[src/rtl/prog_word_loader.sv]
// prog_word_loader: assembles a little-endian UART byte stream
// (word count, then words) into single-cycle RAM write pulses.
module prog_word_loader #(
  parameter int ADDR_WIDTH = 10,
  parameter int BASE_ADDR  = 0
) (
  input  logic                  clk,
  input  logic                  rstn,
  input  logic                  rx_valid,
  input  logic [7:0]            rx_data,
  input  logic                  start,
  output logic                  write_enable,
  output logic [ADDR_WIDTH-1:0] addr,
  output logic [31:0]           data_write,
  output logic                  busy,
  output logic                  done,
  output logic                  err,
  output logic [ADDR_WIDTH:0]   loaded_words
);

  typedef enum logic [1:0] {
    S_LEN,
    S_DATA,
    S_DONE,
    S_ERR
  } state_e;

  // Words that fit between BASE_ADDR and the top of the RAM
  localparam logic [32:0] CAP =
    33'((64'd1 << ADDR_WIDTH) - 64'(BASE_ADDR));
  localparam logic [ADDR_WIDTH-1:0] BASE = ADDR_WIDTH'(BASE_ADDR);

  state_e                state_q, state_d;
  logic [1:0]            bcnt_q;
  logic [31:0]           shift_q;
  logic [ADDR_WIDTH:0]   len_q;
  logic [ADDR_WIDTH:0]   idx_q;
  logic                  we_q;
  logic [ADDR_WIDTH-1:0] addr_q;
  logic [31:0]           data_q;

  logic        take_len;
  logic        take_dat;
  logic        last;
  logic        rearm;
  logic [31:0] word;

  assign take_len = rx_valid && (state_q == S_LEN);
  assign take_dat = rx_valid && (state_q == S_DATA)
                 && (idx_q != len_q);
  assign last     = (bcnt_q == 2'd3);
  assign rearm    = start
                 && ((state_q == S_DONE) || (state_q == S_ERR));
  assign word     = {rx_data, shift_q[31:8]};

  // State register
  always_ff @(posedge clk or negedge rstn) begin
    if (!rstn) state_q <= S_LEN;
    else       state_q <= state_d;
  end

  // Next-state: count decode in LEN, finish after the last write pulse
  always_comb begin
    state_d = state_q;
    unique case (state_q)
      S_LEN: begin
        if (take_len && last) begin
          if ({1'b0, word} > CAP) state_d = S_ERR;
          else if (word == 32'd0) state_d = S_DONE;
          else                    state_d = S_DATA;
        end
      end
      S_DATA: begin
        if (we_q && (idx_q == len_q)) state_d = S_DONE;
      end
      S_DONE, S_ERR: begin
        if (start) state_d = S_LEN;
      end
    endcase
  end

  // Byte assembly, word count latch and registered RAM write port
  always_ff @(posedge clk or negedge rstn) begin
    if (!rstn) begin
      bcnt_q  <= 2'd0;
      shift_q <= 32'd0;
      len_q   <= '0;
      idx_q   <= '0;
      we_q    <= 1'b0;
      addr_q  <= '0;
      data_q  <= 32'd0;
    end else if (rearm) begin
      bcnt_q <= 2'd0;
      idx_q  <= '0;
      we_q   <= 1'b0;
    end else begin
      we_q <= take_dat && last;
      if (take_len || take_dat) begin
        shift_q <= word;
        bcnt_q  <= bcnt_q + 2'd1;
      end
      if (take_len && last) len_q <= word[ADDR_WIDTH:0];
      if (take_dat && last) begin
        addr_q <= BASE + idx_q[ADDR_WIDTH-1:0];
        data_q <= word;
        idx_q  <= idx_q + (ADDR_WIDTH+1)'(1);
      end
    end
  end

  // Status outputs decoded from registered state
  always_comb begin
    busy = (state_q == S_DATA)
        || ((state_q == S_LEN) && (bcnt_q != 2'd0));
    done = (state_q == S_DONE);
    err  = (state_q == S_ERR);
  end

  assign write_enable = we_q;
  assign addr         = addr_q;
  assign data_write   = data_q;
  assign loaded_words = idx_q;

endmodule

[config.mk]
export PLATFORM = sky130hd
export DESIGN_NAME = prog_word_loader
export DESIGN_NICKNAME = d
export VERILOG_FILES = /design/src/rtl/prog_word_loader.sv
export SDC_FILE = /design/constraint.sdc
export NUM_CORES = 1
export LEC_CHECK = 0
export BUFFER_PORTS_ARGS = -buffer_cell sky130_fd_sc_hd__buf_2
export CELL_PAD_IN_SITES_DETAIL_PLACEMENT = 2
export CELL_PAD_IN_SITES_GLOBAL_PLACEMENT = 2
export CORE_AREA = 2 2 101 103
export CTS_BUF_LIST = sky130_fd_sc_hd__clkbuf_16
export CTS_CLUSTER_DIAMETER = 150
export DETAILED_ROUTE_END_ITERATION = 16
export DIE_AREA = 0 0 103 105
export PLACE_DENSITY = 0.93
export SLEW_MARGIN = 0
export SYNTH_ARGS = -nofsm -noshare
export SYNTH_HDL_FRONTEND = slang
export SYNTH_SLANG_ARGS = --single-unit
[constraint.sdc]
create_clock -name clk -period 3.85 [get_ports clk]
set_input_delay 0.385 -clock clk [delete_from_list [all_inputs] [get_ports clk]]
set_output_delay 0.385 -clock clk [all_outputs]
set_load 0.01 [all_outputs]
==> results.toml <==
[drt]
wirelength_um = 10890
wl_per_cell_um = 22.31
m1WireLength_um = 4242
route.met2.wl_um = 5947
antenna_left = 0
first_pass_iters = 4
route.detailed.drc = 0
viasPerCell = 5.305
drt_first_iter_violations = 63
highest_layer = "met4"
dr_wl_met3_um = 392
vias = 2589

[power_and_ir_drop]
p_int_w = 0.002423
irDropWorstVdd_uv = 363.8
cellPowerDensity_mw_per_mm2 = 777.3
p_switching_w = 0.001219
p_leak_nw = 2.303
swShare_pct = 33.47
p_comb_share_pct = 27.9
clock_power_share_pct = 25.4
pwr-share-seq_pct = 46.6

[clocking]
cts_hold_buffers = 0
clkSinkCount = 93
cts_setup_buffers = 0
clkTransAtPathRegs_ns = 0.06
cts_resized = 0
cts_tree = "built"
clkLatencyLatePin_ns = 0.35
cts_buffers = 9
clk_path_buf_depth = 2
h-tree-depth = 3
clockRootBuffer = "clkbuf_16"

[final_layout]
n_antenna_cell = 0
fillers = 960
drive_gt1_share_pct = 46.20
nets = 365
syn_to_final_growth_pct = 19.96
register_area_mm2 = 0.002327
post-route-util_pct = 48.61
multi_input_area_mm2 = 0.001496

[critical_path]
crit_start = "loaded_words[3]$_DFFE_PN0P_"
reg2reg_depth = 6
path_class = "register to register"
reg2reg_slack_ns = 1.34
worstSetupStartpointType = "register"
arrival_ns = 2.74
r2r_end = "shift_q[29]$_DFFE_PN0P_"
crit_required_ns = 4.07
end_kind = "register"
crit_fanout = 26
r2r-start = "loaded_words[3]$_DFFE_PN0P_"

[floorplanning]
start_util_pct = 40.52
die_h_um = 105
rows = 36
die_w_um = 103
core_mm2 = 0.009639
io_pins = 69
dieArea_mm2 = 0.01082

[sta]
post-route-period-util_pct = 65.27
fin_skew_ns = 0.006800
hold_viol = 0
fin_tns_setup_ns = 0
slew_viol_final = 0
worst_pin_slew_ns = 1.179
setup_viol = 0
max_freq_mhz = 398.0
rsz0062_at_grt = "no"
slew_headroom_pct = 21.38
min_period_ns = 2.513

[place]
place.gp.congestion = 0.7409
hpwlAfterDp_um = 7358
io_buffers = 68

[grt]
grtUsageTotal_pct = 22.01
grt_pass1_wl_um = 17650
grt_overflow = 0
grt_pass1_vias = 3000
antenna_found_initial = 0
grt_max_degree = 94

[yosys]
yosys_warnings = 0
synth_top_area_share_pct = 59.58
syn_inst = 280
synthFlopType = "dfrtp_1"
syn_nets = 295
ys_ff_latch = 93
postSynthAreaPerCell_um2 = 13.95
netlist_area_mm2 = 0.003906
yosysMostFrequentCell = "dfrtp_1"
synth_commonest_cells = "93 x dfrtp_1, 77 x mux2_2, 12 x xnor2_1, 11 x nand2_1, 7 x buf_2"
yosys.area.top_type = "dfrtp_1"
synthTopCellsByArea = "dfrtp_1 60%, mux2_2 22%, xnor2_1 2.7%"
netlist-cell-type-count = 35
yosysSeqAreaShare_pct = 59.58
synthArstFlopShare_pct = 100.0
synth_edf_count = 0

[outcome]
status = "finished, final reports clean"

[worst_hold_path]
worst_hold_path_type = "input pin to async pin"

[flow_run]
max_cap_viol_count = 0
-- kinds of logic after synthesis --
family                   Yosys count  synth area share, %
adder cells (fa/ha/maj)            3               0.9610
AO/OA/AOI/OAI                     19                3.299
multiplexers                      83                23.73
XOR/XNOR                          12                2.691
AND/OR/NAND/NOR                   52                7.399
buffers and inverters             18                2.338
flip-flops                        93                59.58
-- worst max-delay path by stage --
stage | to | slack (ns) | cells past startpoint
2_1_floorplan | shift_q[25]$_DFFE_PN0P_ | 1.68 | 7
3_3_place_gp | shift_q[29]$_DFFE_PN0P_ | 1.57 | 6
3_5_place_dp | shift_q[9]$_DFFE_PN0P_ | 1.36 | 6
4_1_cts | shift_q[9]$_DFFE_PN0P_ | 1.32 | 6
5_1_grt | shift_q[8]$_DFFE_PN0P_ | 1.25 | 6
6_report | shift_q[29]$_DFFE_PN0P_ | 1.34 | 6
-- metrics by stage --
stage / worst slack [ns] / area (µm²) / std cells / hold slack, ns / power [W]
floorplan: 1.677 / 3906 / 280 / 0.08941 / 0.002214
global placement: 1.571 / 4378 / 472 / 0.4828 / 0.002570
detailed placement: 1.361 / 4378 / 472 / 0.4884 / 0.002707
CTS: 1.316 / 4686 / 488 / 0.3058 / 0.003686
global route: 1.254 / 4686 / 488 / 0.3229 / 0.003829
finish: 1.337 / 4686 / 488 / 0.2438 / 0.003642
-- flip-flops by register name (all words and copies together), names as in the netlist --
register      cells
loaded_words     11
addr             10
shift_q          24
write_enable      1
bcnt_q            2
state_q           2
data_write       32
len_q            11
-- cells in the final DEF, fill, tap and decap left out, drive strengths merged, types with 2 or more instances in the layout --
master  synthesis  final
xnor2          12     12
nand4           6      6
o21ai           6      6
nand2          11     11
and3            6      6
clkbuf          1      9
o31ai           3      3
nor2            4      4
and2            2      2
clkinv          0      2
nor4            5      5
nand3           6      6
buf            11     71
or3             3      3
bufinv          0      2
mux2i           6      6
inv             6      8
or4             3      3
dfrtp          93     93
nor2b           2      2
mux2           77     77
a21oi           5      5
ha              3      3
-- power by group through the flow --
stage	Sequential [W]	Clock, W	Combinational [W]
6_report	0.00170	0.000926	0.00102
5_1_grt	0.00175	0.000973	0.00111
4_1_cts	0.00170	0.000942	0.00104
3_5_place_dp	0.00171	0	0.00100
3_3_place_gp	0.00166	0	0.000910
2_1_floorplan	0.00164	0	0.000571
-- routing by layer --
metal  vias to the layer above  track usage [%]
met5                         -                0
li1                       1146                -
met3                        21            4.281
met2                        65            39.52
met4                         0            8.647
met1                      1357            25.17
-- critical path: stages (launching register included) --
cell and delay, ns:
dfrtp_1 0.50, xnor2_1 0.26, nand4_1 0.25, or3_1 0.48, o21ai_2 0.14, buf_4 0.35, mux2_2 0.39
-- final cells by class --
type	instances	area share (%)
Clock buffer	9	4.806
Multi-Input combinational cell	169	31.94
Inverter	6	0.4806
Timing Repair Buffer	71	7.797
Sequential cell	93	49.67
Clock inverter	7	1.762
Tap cell	133	3.551
Note: power is estimated with default switching activity, not from simulation.
